## config.mk

```make
export PLATFORM = sky130hd
export DESIGN_NAME = alu_op_scheduler_flat
export DESIGN_NICKNAME = d
export VERILOG_FILES = /design/src/rtl/alu_op_scheduler_pkg.sv /design/src/rtl/alu_op_scheduler_if.sv /design/src/rtl/alu_op_scheduler.sv /design/src/flat_wrapper.sv
export SDC_FILE = /design/constraint.sdc
export NUM_CORES = 1
export LEC_CHECK = 0
export CAP_MARGIN = 20
export CORE_ASPECT_RATIO = 0.8
export CORE_MARGIN = 2
export CORE_UTILIZATION = 50
export CTS_BUF_LIST = sky130_fd_sc_hd__clkbuf_8
export DETAILED_ROUTE_END_ITERATION = 7
export PLACE_DENSITY = 0.79
export SLEW_MARGIN = 20
export SYNTH_ARGS = -nofsm -noshare
export SYNTH_HDL_FRONTEND = slang
export SYNTH_SLANG_ARGS = --single-unit
```

## constraint.sdc

```tcl
create_clock -name clk -period 2.8 [get_ports clk]
set_input_delay 0.56 -clock clk [delete_from_list [all_inputs] [get_ports clk]]
set_output_delay 0.56 -clock clk [all_outputs]
set_load 0.05 [all_outputs]
```

## src/rtl/alu_op_scheduler_pkg.sv

```systemverilog
// Shared ALU op encoding, per-op latency table and scheduler state type.
package common_pkg;

    // ALU operations; encodings 23..31 are unused and treated as single-cycle.
    typedef enum logic [4:0] {
        ALU_ADD         = 5'd0,
        ALU_SUB         = 5'd1,
        ALU_AND         = 5'd2,
        ALU_OR          = 5'd3,
        ALU_XOR         = 5'd4,
        ALU_SLL         = 5'd5,
        ALU_SRL         = 5'd6,
        ALU_SRA         = 5'd7,
        ALU_SLT         = 5'd8,
        ALU_SLTU        = 5'd9,
        ALU_MUL         = 5'd10,
        ALU_MULH        = 5'd11,
        ALU_DIV         = 5'd12,
        ALU_DIVU        = 5'd13,
        ALU_REM         = 5'd14,
        ALU_REMU        = 5'd15,
        ALU_F_ADD       = 5'd16,
        ALU_F_SUB       = 5'd17,
        ALU_F_MUL       = 5'd18,
        ALU_F_DIV       = 5'd19,
        ALU_F_SQRT      = 5'd20,
        ALU_F_INT_FLOAT = 5'd21,
        ALU_F_FLOAT_INT = 5'd22
    } alu_op_t;

    typedef enum logic [1:0] {
        IDLE = 2'd0,
        BUSY = 2'd1,
        DONE = 2'd2
    } sched_state_t;

    localparam int LAT_W    = 6;
    localparam int LAT_FADD = 2;
    localparam int LAT_MUL  = 6;
    localparam int LAT_DIV  = 32;
    localparam int LAT_FDIV = 36;

    // Cycles the ALU needs for an op; 0 means the result is ready in the issue cycle.
    function automatic logic [LAT_W-1:0] alu_latency(input alu_op_t op);
        logic [LAT_W-1:0] lat;
        case (op)
            ALU_F_ADD, ALU_F_SUB, ALU_F_FLOAT_INT:         lat = LAT_W'(LAT_FADD);
            ALU_MUL, ALU_MULH, ALU_F_MUL:                  lat = LAT_W'(LAT_MUL);
            ALU_DIV, ALU_DIVU, ALU_REM, ALU_REMU,
            ALU_F_INT_FLOAT:                               lat = LAT_W'(LAT_DIV);
            ALU_F_DIV, ALU_F_SQRT:                         lat = LAT_W'(LAT_FDIV);
            default:                                       lat = '0;
        endcase
        return lat;
    endfunction

endpackage

```

## src/rtl/alu_op_scheduler_if.sv

```systemverilog
// Issue/completion bus between decode (master) and the ALU op scheduler (slave).
// Handshake: an op is taken in any cycle where issue_valid and issue_ready are
// both high; issue_ready never depends on issue_valid, and op_done/done_op
// report a completed op for exactly one cycle. state is a debug view of the FSM.
interface alu_sched_if;
    import common_pkg::*;

    logic         issue_valid;
    alu_op_t      issue_op;
    logic         flush;
    logic         issue_ready;
    logic         stall;
    logic         op_done;
    alu_op_t      done_op;
    logic [31:0]  stall_cycles;
    sched_state_t state;

    modport master (
        output issue_valid, issue_op, flush,
        input  issue_ready, stall, op_done, done_op, stall_cycles, state
    );

    modport slave (
        input  issue_valid, issue_op, flush,
        output issue_ready, stall, op_done, done_op, stall_cycles, state
    );

endinterface

```

## src/rtl/alu_op_scheduler.sv

```systemverilog
// Sequences multi-cycle ALU ops: stalls upstream for the op's latency and
// flags completion. Single-cycle ops complete combinationally in the issue cycle.
module alu_op_scheduler
    import common_pkg::*;
#(
    parameter int CNT_W = 6   // must hold LAT_FDIV-1; keep at 6 or more
) (
    input  logic  clk,
    input  logic  rst_n,
    alu_sched_if.slave bus
);

    sched_state_t     state_q;
    logic [CNT_W-1:0] cnt_q;
    alu_op_t          op_q;
    logic [31:0]      stall_cnt_q;

    logic [LAT_W-1:0] lat;
    logic             ready;
    logic             accept;
    logic             stall;
    logic             done;
    alu_op_t          done_op;

    assign lat = alu_latency(bus.issue_op);

    // Output decode: everything is gated by reset and flush, which win over all events.
    always_comb begin
        ready   = rst_n && (state_q != BUSY) && !bus.flush;
        accept  = bus.issue_valid && ready;
        stall   = 1'b0;
        done    = 1'b0;
        done_op = op_q;
        if (rst_n && !bus.flush) begin
            stall = (state_q == BUSY) || (accept && (lat != '0));
            // A single-cycle op accepted in DONE reports itself; otherwise the
            // registered multi-cycle op is the one finishing.
            if (accept && (lat == '0)) begin
                done    = 1'b1;
                done_op = bus.issue_op;
            end else if (state_q == DONE) begin
                done = 1'b1;
            end
        end
    end

    // Scheduler FSM with its latency down-counter and the tracked op.
    always_ff @(posedge clk or negedge rst_n) begin
        if (!rst_n) begin
            state_q <= IDLE;
            cnt_q   <= '0;
            op_q    <= ALU_ADD;
        end else if (bus.flush) begin
            state_q <= IDLE;
            cnt_q   <= '0;
        end else begin
            case (state_q)
                IDLE, DONE: begin
                    if (accept && (lat != '0)) begin
                        state_q <= BUSY;
                        cnt_q   <= CNT_W'(lat - LAT_W'(1));
                        op_q    <= bus.issue_op;
                    end else begin
                        state_q <= IDLE;
                    end
                end
                BUSY: begin
                    cnt_q <= cnt_q - CNT_W'(1);
                    if (cnt_q == CNT_W'(1)) begin
                        state_q <= DONE;
                    end
                end
                default: begin
                    state_q <= IDLE;
                    cnt_q   <= '0;
                end
            endcase
        end
    end

    // Saturating count of stalled cycles; survives flush, cleared only by reset.
    always_ff @(posedge clk or negedge rst_n) begin
        if (!rst_n) begin
            stall_cnt_q <= '0;
        end else if (stall && (stall_cnt_q != 32'hFFFF_FFFF)) begin
            stall_cnt_q <= stall_cnt_q + 32'd1;
        end
    end

    assign bus.issue_ready  = ready;
    assign bus.stall        = stall;
    assign bus.op_done      = done;
    assign bus.done_op      = done_op;
    assign bus.stall_cycles = stall_cnt_q;
    assign bus.state        = state_q;

endmodule

```

## src/flat_wrapper.sv

```systemverilog
// flat-port wrapper written by rule: the top's interface ports become plain ports
module alu_op_scheduler_flat import common_pkg::*;
#(
    parameter int CNT_W = 6                                             
)
  (clk, rst_n, bus_issue_valid, bus_issue_op, bus_flush, bus_issue_ready, bus_stall, bus_op_done, bus_done_op, bus_stall_cycles, bus_state);
  alu_sched_if bus_i ();
  input  logic clk;
  input  logic rst_n;
  input wire logic [$bits(bus_i.issue_valid)-1:0] bus_issue_valid;
  input wire logic [$bits(bus_i.issue_op)-1:0] bus_issue_op;
  input wire logic [$bits(bus_i.flush)-1:0] bus_flush;
  output wire logic [$bits(bus_i.issue_ready)-1:0] bus_issue_ready;
  output wire logic [$bits(bus_i.stall)-1:0] bus_stall;
  output wire logic [$bits(bus_i.op_done)-1:0] bus_op_done;
  output wire logic [$bits(bus_i.done_op)-1:0] bus_done_op;
  output wire logic [$bits(bus_i.stall_cycles)-1:0] bus_stall_cycles;
  output wire logic [$bits(bus_i.state)-1:0] bus_state;
  assign bus_i.issue_valid = bus_issue_valid;
  assign bus_i.issue_op = bus_issue_op;
  assign bus_i.flush = bus_flush;
  assign bus_issue_ready = bus_i.issue_ready;
  assign bus_stall = bus_i.stall;
  assign bus_op_done = bus_i.op_done;
  assign bus_done_op = bus_i.done_op;
  assign bus_stall_cycles = bus_i.stall_cycles;
  assign bus_state = bus_i.state;
  alu_op_scheduler #(.CNT_W(CNT_W)) u_core (.clk(clk), .rst_n(rst_n), .bus(bus_i));
endmodule
```

Yosys cells after proc, flatten, opt, wreduce, memory -nomap -nowiden
Memories as Yosys holds them, arrays and structs flattened. Index checks and enable logic that the tools add are counted.

Add/subtract/negate cells: 3. Equal/unequal tests: 7. Muxes and demuxes: 13. Bitwise logic cells: 1. Reductions and logical operators: 14.

Operators by type and width (count): 32-bit by 1-bit adder with 32-bit output (second input constant) (1); 32-bit inequality test (second input constant) (1); 6-bit two-way mux (2); 6-bit case mux with 2 select lines (1); 6-bit by 1-bit subtractor with 6-bit output (second input constant) (2); 5-bit two-way mux (2); 1-bit logical AND (7); 6-bit by 1-bit equality test with 1-bit output (second input constant) (1); 6-bit logical NOT (1); 6-bit nonzero test (1); 1-bit two-way mux (5); 2-bit two-way mux (2); 2-bit case mux with 2 select lines (1); 3-bit by 2-bit inequality test with 1-bit output (second input constant) (1); 3-bit inequality test (second input constant) (1); 3-bit AND reduction (1); 2-bit by 1-bit equality test with 1-bit output (second input constant) (1); 2-bit equality test (second input constant) (1); 2-bit logical NOT (1); 2-bit by 1-bit inequality test with 1-bit output (second input constant) (1); 2-bit OR reduction (1); 1-bit logical NOT (1); 1-bit logical OR (1); 1-bit NOT (1).

Register bits after elaboration: 45. Memories: 1. Memory bits (read-only): 96. Input bits: 9. Logic and storage cells: 43.

Memory list: (name not given) (words 32, bits a word 3, rd ports 1, clocked after memory_dff 0, wr ports 0, line alu_op_scheduler_pkg.sv:46) `case (op)`.

Logic depth before layout (Yosys ltp)
Depth after elaboration: 8. Mapped depth: 11. Depth with buffers taken out: 11.

Worst setup path before layout
Ideal clock, no wire load.

Path kind: register to output. Start point: reg u_core.state_q[0], in the netlist u_core.bus.state[0]. End point: out bus_done_op[0]. Path buffers: 1. Cell stages (with the launch flop): 6. Data arrival time: 2516 ps. Setup slack: -276 ps. Path through: dfrtp_1 > nor2b_1 > nor2_1 > and3_1 > clkbuf_1 > mux2_2.

Cells in the longest elaborated chain, start to end: 7.

Ends and longest elaborated chain: from (decl) (line alu_op_scheduler.sv:13) `sched_state_t state_q;`; from (signal assigned) (line alu_op_scheduler.sv:50) `state_q <= IDLE;`; from (signal assigned) (line alu_op_scheduler.sv:54) `state_q <= IDLE;`; from (signal assigned) (line alu_op_scheduler.sv:60) `state_q <= BUSY;`; 2-bit by 1-bit inequality test with 1-bit output (line alu_op_scheduler.sv:29) `ready = rst_n && (state_q != BUSY) && !bus.flush;`; 1-bit logical AND (2 in a row) (line alu_op_scheduler.sv:29); named net bus_issue_ready (line flat_wrapper.sv:13) `output wire logic [$bits(bus_i.issue_ready)-1:0] bus_issue_ready;`; 1-bit logical AND (line alu_op_scheduler.sv:30) `accept = bus.issue_valid && ready;`; 1-bit logical AND (line alu_op_scheduler.sv:38) `if (accept && (lat == '0)) begin`; 5-bit two-way mux (line alu_op_scheduler.sv:38); 5-bit two-way mux (line alu_op_scheduler.sv:34) `if (rst_n && !bus.flush) begin`; to (decl) (line flat_wrapper.sv:16) `output wire logic [$bits(bus_i.done_op)-1:0] bus_done_op;`.

The timed path passes the listed nets, and every way through them passes these cells.

Worst setup path after layout
Start point: in bus_issue_op[1]. End point: out bus_done_op[0].

Cells in the longest elaborated chain, start to end: 5.

Ends and longest elaborated chain: from (decl) (line flat_wrapper.sv:11) `input wire logic [$bits(bus_i.issue_op)-1:0] bus_issue_op;`; memory 32 x 3 bit; 6-bit logical NOT (line alu_op_scheduler.sv:38); 1-bit logical AND (line alu_op_scheduler.sv:38); 5-bit two-way mux (line alu_op_scheduler.sv:38); 5-bit two-way mux (line alu_op_scheduler.sv:34).

No other way between the ends.

==> impl.org <==
** Yosys
- Summing the sequential cell areas from Yosys gives 47.0% of the chip area.
- Post-synthesis instance area :: 0.00240 mm^2
- Proportion of synthesized flip-flops having asynchronous set or reset :: 100%
- Unique cell type count in the Yosys netlist :: 41
- Syn nets :: 244
- The most used flip-flop cell after synthesis is sky130_fd_sc_hd__dfrtp_1.
- EDFF count, synth :: 0
- After synthesis the netlist holds a flip-flop and latch count of 45.
- Gate Count Post-Synth :: 230
- The share of synthesized area in the top cell type comes to 47.0%.
- After synthesis, the mean cell area works out to 10.4 um^2.
- Count of synthesis-stage warnings from yosys :: 0
- By area the synthesized netlist is led by sky130_fd_sc_hd__dfrtp_1, sky130_fd_sc_hd__xnor2_1, sky130_fd_sc_hd__mux2_2.
- In the synthesized netlist, the cells that appear most often are sky130_fd_sc_hd__dfrtp_1, sky130_fd_sc_hd__xnor2_1, sky130_fd_sc_hd__nand3_1.
- Yosys instantiated no cell more often than sky130_fd_sc_hd__dfrtp_1.
- Largest area contributor in the netlist :: sky130_fd_sc_hd__dfrtp_1

** Place
- In this run the tool buffered the top-level ports with 50 buffer cells.
- Weighted congestion reported at the end of routability-driven placement :: 0.855
- HPWL after DPL :: 4140 um
- Including well taps, the total number of placed cells is 359.
- OpenSTA, run right after detailed placement, puts the worst setup slack at -0.716 ns.

** STA
- Pin slew with the least headroom to its limit :: 0.588 ns
- Worst-case clock skew :: 0.00884 ns
- Final period utilization :: 103%
- The worst pin sits at a relative slew slack of 60.8%.
- Peak clock frequency supported by timing :: 348 MHz
- The number of hold violations in the final report came to 0.
- Setup violations remaining at the end of the flow were counted as 5.
- The smallest clock period supported by the final layout is computed as 2.87 ns.
- Total negative slack for setup checks :: -0.337 ns
- In the post-route analysis, the smallest setup slack over all paths is -0.0749 ns.
- Setup repair after global routing could not meet its margin everywhere.
- Max-slew violation count :: 0

** Layout
- Number of fill cells in the layout :: 298
- Registers take 0.00113 mm^2.
- Nets@finish :: 325
- Post-route non-filler standard cell count :: 372
- Growth of design area from synthesis to finish :: 45.2%
- Area used by multi-input combinational logic :: 0.00134 mm^2
- Share of the core filled with cells :: 75.7%
- The repair_antennas step left the layout with diodes totalling 0.
- Proportion of layout cells with a drive suffix above 1 :: 28.5%

** Worst setup path
- Nature of the critical path endpoint :: output pin
- Series of cell instances along the critical path :: buf_4 > buf_6 > nand2b_4 > o21ai_2 > a21oi_2 > ha_2 > ha_4 > buf_6 > and3_4 > mux2_4 > buf_12
- Of all nets on the critical path, the largest fanout is 5.
- STA classifies the critical path startpoint as an input pin.
- Cell at the slowest stage of the critical path :: sky130_fd_sc_hd__mux2_4
- For the worst setup path, the data required time is 2.24 ns.
- Data arrives at the worst endpoint at 2.31 ns.
- CP peak stage delay :: 0.34 ns
- The critical path is of the in -> out type.
- In this design, the critical path's most frequently occurring cell is sky130_fd_sc_hd__buf_6.

** Detailed routing
- For this run, the detailed router's first-pass iteration total came to 4.
- After detailed routing, the average wire length per cell comes to 16.1 um.
- Wires add up to 6010 um.
- Via count normalized by instance count :: 5.62
- The first routing iteration left 120 violations.
- Total via count after detailed routing :: 2090
- DRC viols :: 0
- Antenna violation net count after detailed routing :: 0

** Clock tree
- Sinks on the clock net :: 45
- Root buffer cell :: sky130_fd_sc_hd__clkbuf_8
- For this design, the CTS-stage hold fixing added 0 buffers.
- Htree depth :: 2
- After clock tree synthesis, the clock-pin slew on the worst setup and hold paths is 0.08 ns.
- Number of buffers added by the clock tree synthesis step :: 5
- CTS tree :: yes
- Clock latency on the worst-skew pair, taken at its later pin, is 0.30 ns.
- Counting along the longest clock path gives a buffer depth of 2.

** GRT
- The first global-routing pass estimated 9710 um of wire.
- After global routing the overflow that remains totals 0.
- Number of antenna violations at the first check in global routing :: 0
- Largest net degree at the start of global routing :: 47
- Vias in the first global route :: 1976
- Global routing used 24.4% of the available tracks across all layers.

** Pwr
- Power Density :: 562 mW/mm^2
- The completed layout was analyzed and its total power is 1.95 mW.
- P_leak :: 1.53 nW
- Peak supply drop :: 0.000476 V

** Die
- Standard cell core area :: 0.00460 mm^2
- I/O pin total :: 51
- Standard-cell rows :: 22
- DIE HEIGHT :: 65.9 um
- Measured along the x axis, the die boundary spans 81.4 um.
- For this configuration, the core starts out at a cell density of 52.1%.
- The die covers 0.00537 mm^2.

** Hold path
- Worst Hold Class :: in -> async

** Outcome
- Violated checks :: setup timing
- Run status :: complete, but fails checks

** Run
- Max-capacitance violation count :: 0
kinds of logic after synthesis:
| logic type | synth area share [%] |
|---|---|
| AO/OA/AOI/OAI | 8.41 |
| XOR/XNOR | 11.0 |
| adder cells (fa/ha/maj) | 2.61 |
| buffers and inverters | 1.78 |
| flip-flops | 47.0 |
| multiplexers | 5.64 |
| AND/OR/NAND/NOR | 23.6 |
flip-flops by register name, summed over array words and instances (netlist names):
signal / count
u_core.bus.stall_cycles: 32
u_core.bus.state: 2
u_core.cnt_q: 6
u_core.op_q: 5
stage by stage:
| stage | hold slack, ns | area [um^2] |
|---|---|---|
| after CTS | 0.384 | 3430 |
| after global placement | 0.475 | 3230 |
| after detailed placement | 0.485 | 3230 |
| final | 0.368 | 3480 |
| after floorplan | 0.264 | 2430 |
| after global routing | 0.417 | 3480 |
worst max-delay path, delay by kind of cell:
kind                       cells  cell delay, ns
buffers and inverters          4            0.49
adders and majority gates      2            0.37
muxes                          1            0.34
and+or+nand+nor                2            0.31
AOI/OAI and AO/OA              2            0.24
final cells by class:
cell class / instances / area share [%]
timing repair buffer: 76 / 22.5
multi-input combinational: 174 / 38.5
inverter: 9 / 1.08
sequential: 45 / 32.4
clock buffer: 6 / 2.37
tap: 60 / 2.16
clock inverter: 2 / 1.08
path summary, 6_finish.rpt:
kind | cells after the start | from | to | slack [ns]
setup / recovery | 11 | bus_issue_op[1] | bus_done_op[0] | -0.07
hold / removal | 2 | rst_n | u_core.op_q[3] | 0.37
setup reg to reg | 6 | u_core.bus.stall_cycles[0] | u_core.bus.stall_cycles[26] | 0.58
hold reg to reg | 1 | u_core.bus.stall_cycles[31] | u_core.bus.stall_cycles[31] | 0.50
max in group asynchronous | 2 | rst_n | u_core.bus.stall_cycles[1] | 2.04
min in group clk | 1 | u_core.bus.stall_cycles[31] | u_core.bus.stall_cycles[31] | 0.50
layer usage:
| metal | up-vias | global-route usage (%) | part of all wire (%) |
|---|---|---|---|
| met5 | - | 0 | 0 |
| li1 | 993 | - | - |
| met1 | 1033 | 34.0 | 44 |
| met3 | 8 | 4.37 | 5.0 |
| met4 | 0 | 9.11 | 1.3 |
| met2 | 56 | 37.9 | 49 |
cells in the final DEF (no fill, tap or decap), drive strengths merged, types with 2 or more instances in the layout:
master,Yosys,routed
and3,10,10
ha,5,5
nor3,8,8
xnor2,21,21
nor2b,3,3
clkinvlp,0,2
nand2,14,14
and4,2,2
inv,9,8
nand4,12,12
nor2,17,17
xor2,9,9
a21oi,5,5
clkbuf,1,7
nand3,20,20
buf,1,39
dfrtp,45,45
nand2b,5,5
o21ai,9,9
a2111oi,2,2
clkdlybuf4s50,0,36
a22o,2,2
mux2,12,12
a31oi,4,4
where the power goes:
part,total (mW),switching (mW),internal (mW),leakage (nW)
combinational,0.657,0.359,0.299,0.877
sequential,0.787,0.0724,0.714,0.595
clock,0.510,0.220,0.290,0.0574
repair_timing:
item	in CTS	in global routing
buffers inserted	2	3
pin swaps	4	5
endpoints found under the setup margin	32	10
gates resized for setup	42	8
No activity file was read; power rests on OpenSTA's default activity.
